<file path="config.mk">
export PLATFORM = sky130hd
export DESIGN_NAME = if_id_queue
export DESIGN_NICKNAME = d
export VERILOG_FILES = /design/src/rtl/if_id_queue.sv
export SDC_FILE = /design/constraint.sdc
export NUM_CORES = 1
export LEC_CHECK = 0
export ABC_AREA = 1
export CORE_MARGIN = 2
export CORE_UTILIZATION = 55
export DETAILED_ROUTE_END_ITERATION = 8
export HOLD_SLACK_MARGIN = 0.02
export MAX_ROUTING_LAYER = met4
export PLACE_DENSITY = 0.88
export SLEW_MARGIN = 20
export SYNTH_ARGS = -nofsm -noshare
export SYNTH_HDL_FRONTEND = slang
export SYNTH_SLANG_ARGS = --single-unit
export TNS_END_PERCENT = 30
</file>
<file path="constraint.sdc">
create_clock -name clk -period 9.4 [get_ports clk]
set_clock_uncertainty 0.05 [all_clocks]
set_input_delay 1.41 -clock clk [delete_from_list [all_inputs] [get_ports clk]]
set_output_delay 1.41 -clock clk [all_outputs]
set_load 0.02 [all_outputs]
</file>
<file path="src/rtl/if_id_queue.sv">
// IF->ID decoupling queue: DEPTH-entry circular buffer with same-cycle bypass when empty and fetch throttling.
// Optional delay-slot tagging is compiled in with the IF_ID_DELAY_SLOT_EN macro.
module if_id_queue #(
    parameter int DEPTH  = 4,
    parameter int ADDR_W = 32,
    parameter int DATA_W = 32,
    localparam int CW    = $clog2(DEPTH + 1),
    localparam int PW    = $clog2(DEPTH)
) (
    input  logic              clk,
    input  logic              rst,
    input  logic              flush,
    input  logic              if_valid,
    input  logic [ADDR_W-1:0] if_pc,
    input  logic [DATA_W-1:0] if_inst,
    input  logic              id_stall,
    input  logic              id_next_in_delay_slot,
    output logic              id_valid,
    output logic [ADDR_W-1:0] id_pc,
    output logic [DATA_W-1:0] id_inst,
    output logic              id_in_delay_slot,
    output logic              next_pc_valid,
    output logic [CW-1:0]     count,
    output logic              overflow
);

    logic [ADDR_W+DATA_W-1:0] mem_q [DEPTH];

    logic [PW-1:0] rd_ptr_q, rd_ptr_d;
    logic [PW-1:0] wr_ptr_q, wr_ptr_d;
    logic [CW-1:0] count_q, count_d;
    logic          npv_q, npv_d;
    logic          overflow_q;

    logic empty, full;
    logic push, pop, bypass, wr_en, rd_en, ovf_set;

    assign empty = (count_q == '0);
    assign full  = (count_q == CW'(DEPTH));

    // Flush and reset both kill the incoming fetch and any issue this cycle.
    assign push    = if_valid & ~flush & ~rst;
    assign pop     = ~id_stall & (~empty | push) & ~flush & ~rst;
    assign bypass  = empty & push & pop;
    assign rd_en   = pop & ~empty;
    assign wr_en   = push & ~bypass & (~full | pop);
    assign ovf_set = push & full & ~pop;

    always_comb begin
        rd_ptr_d = rd_ptr_q;
        wr_ptr_d = wr_ptr_q;
        count_d  = count_q;
        if (rst || flush) begin
            rd_ptr_d = '0;
            wr_ptr_d = '0;
            count_d  = '0;
        end else begin
            if (wr_en) begin
                wr_ptr_d = wr_ptr_q + PW'(1);
            end
            if (rd_en) begin
                rd_ptr_d = rd_ptr_q + PW'(1);
            end
            case ({wr_en, rd_en})
                2'b10:   count_d = count_q + CW'(1);
                2'b01:   count_d = count_q - CW'(1);
                default: count_d = count_q;
            endcase
        end
    end

    // One slot stays reserved for the fetch that may already be in flight.
    assign npv_d = ~rst & (count_d <= CW'(DEPTH - 2));

    always_ff @(posedge clk) begin
        rd_ptr_q <= rd_ptr_d;
        wr_ptr_q <= wr_ptr_d;
        count_q  <= count_d;
        npv_q    <= npv_d;
        if (rst) begin
            overflow_q <= 1'b0;
        end else if (ovf_set) begin
            overflow_q <= 1'b1;
        end
    end

    always_ff @(posedge clk) begin
        if (wr_en) begin
            mem_q[wr_ptr_q] <= {if_pc, if_inst};
        end
    end

    always_comb begin
        id_valid = pop;
        id_pc    = '0;
        id_inst  = '0;
        if (pop) begin
            if (empty) begin
                id_pc   = if_pc;
                id_inst = if_inst;
            end else begin
                {id_pc, id_inst} = mem_q[rd_ptr_q];
            end
        end
    end

`ifdef IF_ID_DELAY_SLOT_EN
    logic pend_q, pend_d;

    // A pulse that arrives while nothing issues is held until the next issue.
    always_comb begin
        pend_d = pend_q;
        if (rst || flush) begin
            pend_d = 1'b0;
        end else if (id_next_in_delay_slot) begin
            pend_d = 1'b1;
        end else if (pop) begin
            pend_d = 1'b0;
        end
    end

    always_ff @(posedge clk) begin
        pend_q <= pend_d;
    end

    assign id_in_delay_slot = pend_q & pop;
`else
    logic unused_ds;
    assign unused_ds        = id_next_in_delay_slot;
    assign id_in_delay_slot = 1'b0;
`endif

    assign next_pc_valid = npv_q;
    assign count         = count_q;
    assign overflow      = overflow_q;

endmodule
</file>
==> metrics.log <==
[metrics] fraction of registers with async set/reset: 0%
[metrics] chip height: 148 µm
[metrics] hold violation count in the final report: 0
[metrics] fmax: 168 MHz
[metrics] antenna violations before repair: 0
[metrics] reg-to-reg critical path startpoint: count[0]
[metrics] WS Path Type: primary input to output pin
[metrics] predominant post-synthesis flop cell: edfxtp_1
[metrics] clock root cell: clkbuf_16
[metrics] clock slew at the register clock pins of the worst setup and hold paths: 60 ps
[metrics] Row Count: 52
[metrics] mean number of vias per cell: 5.54
[metrics] Remaining Overflow, GRT: 0
[metrics] worst slew margin relative to its limit: 32.7%
[metrics] I/O Pins: 141
[metrics] Clock Power Share: 40.5%
[metrics] Area Growth Syn to Fin: 19.8%
[metrics] total of fill cells in the finished design: 1415
[metrics] number of buffer cells added on primary ports: 138
[metrics] final WL: 24.8 mm
[metrics] post-detailed-route DRC marker count: 0
[metrics] cell accounting for the most synthesized area: edfxtp_1
[metrics] logic gate share of total power: 4.5%
[metrics] clock tree from TritonCTS: yes
[metrics] Post-Syn Area: 11500 µm²
[metrics] worst-margin pin slew: 1010 ps
[metrics] Cell Int Power: 1.91 mW
[metrics] Final Power: 2.39 mW
[metrics] power spent charging and discharging nets: 0.477 mW
[metrics] largest net degree at the start of global routing: 77
[metrics] Seq pwr share: 55.0%
[metrics] flops & latches, synth: 267
[metrics] combined global-route utilization of all metal layers: 23.2%
[metrics] Starting Density: 56.3%
[metrics] final critical path time including I/O delays and setup: 5950 ps
[metrics] Cells after Synth: 986
[metrics] largest buffer count on any clock path: 3
[metrics] period utilisation layout: 63.3%
[metrics] Core Region: 20400 µm²
[metrics] Avg Inst Size Synth: 11.6 µm²
[metrics] number of standard cells in the layout, taps in and fillers out: 1385
[metrics] Leakage: 4.47 nW
[metrics] worst setup margin: 3450 ps
[metrics] Arrival @ worst endpoint: 4490 ps
[metrics] Final HPWL DP: 13.9 mm
[metrics] final-layout setup total negative slack: 0 ps
[metrics] path category of the worst min-delay check: flip-flop to flip-flop
[metrics] cell types with the largest area share after synthesis: edfxtp_1 67%, nor2_1 8.3%, o21a_1 4.2%, o21ai_0 3.6%, nor3_1 2.8%
[metrics] area used by multi-input combinational logic: 3110 µm²
[metrics] crit path max fanout: 37
[metrics] number of antenna repair diodes: 0
[metrics] post-CTS repair timing setup buffer count: 0
[metrics] max capacitance violation total: 0
[metrics] wire length of the first global-routing pass: 39.4 mm
[metrics] worst setup slack after placement: 3460 ps
[metrics] count of routing violations after the opening detailed-route iteration: 684
[metrics] max-slew violation count: 0
[metrics] number of gates resized after CTS: 0
[metrics] vias in the first global route: 7811
[metrics] total via count in the routed design: 7671
[metrics] status: complete, no violations
[metrics] length of the first detailed-routing pass in iterations: 4
[metrics] Net count, final: 1174
[metrics] H-Tree Level Count: 1
[metrics] Die ar.: 22000 µm²
[metrics] distinct cell type count after synthesis: 30
[metrics] dpl cells: 1339
[metrics] Req. time, crit path: 7940 ps
[metrics] startpoint type of the worst setup path: primary input
[metrics] Hold-fix buffers, CTS: 0
[metrics] Post-synth EDFFs: 256
[metrics] timing startpoint of the critical path: flush
[metrics] layout cell share with drive strength beyond 1: 8.61%
[metrics] routability congestion estimate: 0.809
[metrics] syn_nets: 1062
[metrics] worst skew pair latency: 510 ps
[metrics] post-synthesis sequential area ratio: 69.0%
[metrics] number of clock buffers inserted by TritonCTS: 26
[metrics] category of the worst setup path capture point: output pin
[metrics] area share of the largest cell type after synthesis: 67.1%
[metrics] Hold Startpoint: overflow
[metrics] WL/cell: 17.9 µm
[metrics] switching part of the total: 20.0%
[metrics] count of endpoints failing setup in the final report: 0
[metrics] combined flip-flop and latch cell area: 7920 µm²
[metrics] Warnings, synthesis: 0
[metrics] unrepaired setup endpoints after global routing: no
[metrics] number of clock sinks seen by CTS: 267
[metrics] die span in x: 148 µm
[metrics] maximum vdd ir drop: 0.136 mV
[metrics] total power divided by cell area: 174 nW/µm²
[metrics] remaining number of nets flagged by the antenna check after routing: 0
## cell families (layout without fill, tap and decap cells)
family          Yosys count  after routing  share of synthesized area [%]
buf+inv                  88            217                           4.12
compound gates          200            200                           10.8
simple gates            424            424                           15.3
fa+ha+maj                 6              6                          0.721
other cells               1              1                         0.0327
flops                   267            267                           69.0
## stage by stage
| stage | util [%] | instance area [µm²] | hold WS [ps] |
|---|---|---|---|
| 6_report | 67.4 | 13700 | 410 |
| 5_1_grt | 67.4 | 13700 | 436 |
| 4_1_cts | 67.3 | 13700 | 411 |
| 3_5_place_dp | 63.4 | 12900 | 399 |
| 3_3_place_gp | 63.4 | 12900 | 395 |
| 2_1_floorplan | - | 11500 | 400 |
## per-layer routing
metal  up-vias  part of all wire, %  track usage, %
li1       3680                    -               -
met1      3735                   40            28.1
met2       216                   53            40.7
met3        40                  5.2            3.74
met4         0                  1.9            6.33
met5         -                    0               -
## cells in the mapped netlist, types with 19 or more instances
cell type,n
edfxtp_1,256
nand2_1,78
nor3_1,64
nor2_2,19
buf_2,34
clkbuf_1,19
inv_1,20
o21ai_0,82
o21a_1,64
o21ai_1,29
nor2_1,252
o21ai_2,21
## area by class of cell
class / instances / area share (%)
sequential: 267 / 57.7
clock buffer: 36 / 5.17
inverter: 24 / 0.675
clock inverter: 9 / 0.574
multi-input combinational: 631 / 22.7
timing repair buffer: 148 / 10.8
tap: 270 / 2.46
## state kept, by name, summed over array words and instances, names as in the netlist, named ones only
signal         flops
mem_q            256
count              3
rd_ptr_q           2
wr_ptr_q           2
next_pc_valid      1
overflow           1
## worst max-delay path, cell delays in order
cell	delay, ps
clkdlybuf4s50_1	480
nor2_4	260
nand2_4	80
clkinv_2	80
o21ai_2	60
inv_2	570
buf_4	550
o21ai_0	160
nor2_1	180
clkdlybuf4s50_1	620
## final timing paths
check        slack [ps]            end  cells after the start
min reg2reg         410       overflow                      2
max reg2reg        5890  next_pc_valid                     12
min                 410       overflow                      2
max                3450    id_inst[10]                     10
## power by group through the flow
stage,Clock [mW],Sequential [mW],Combinational [mW]
detailed placement,0,1.34,0.107
global route,1.03,1.31,0.117
finish,0.967,1.31,0.108
global placement,0,1.34,0.103
CTS,0.979,1.31,0.108
floorplan,0,1.34,0.0432
## cell usage in the layout, fill, tap and decap left out
master | netlist | layout
edfxtp_1 | 256 | 256
nor2_1 | 252 | 248
clkdlybuf4s50_1 | 0 | 138
o21ai_0 | 82 | 82
nand2_1 | 78 | 78
nor3_1 | 64 | 64
o21a_1 | 64 | 64
o21ai_1 | 29 | 29
clkbuf_16 | 0 | 27
o21ai_2 | 21 | 21
inv_1 | 20 | 20
nor2_2 | 19 | 19
clkbuf_1 | 19 | 9
dfxtp_1 | 11 | 9
buf_4 | 5 | 9
nor2_4 | 1 | 5
ha_1 | 5 | 5
clkinv_2 | 1 | 4
nand3_1 | 4 | 4
clkinv_1 | 0 | 4
a21oi_1 | 3 | 3
nand4_1 | 3 | 3
nand2_4 | 1 | 2
inv_2 | 3 | 2
dfxtp_4 | 0 | 2
or2_2 | 1 | 1
a31oi_1 | 1 | 1
fa_1 | 1 | 1
conb_1 | 1 | 1
clkinvlp_4 | 0 | 1
bufinv_16 | 0 | 1
clkinv_8 | 0 | 1
buf_16 | 0 | 1
Note: power is estimated with default switching activity, not from simulation.
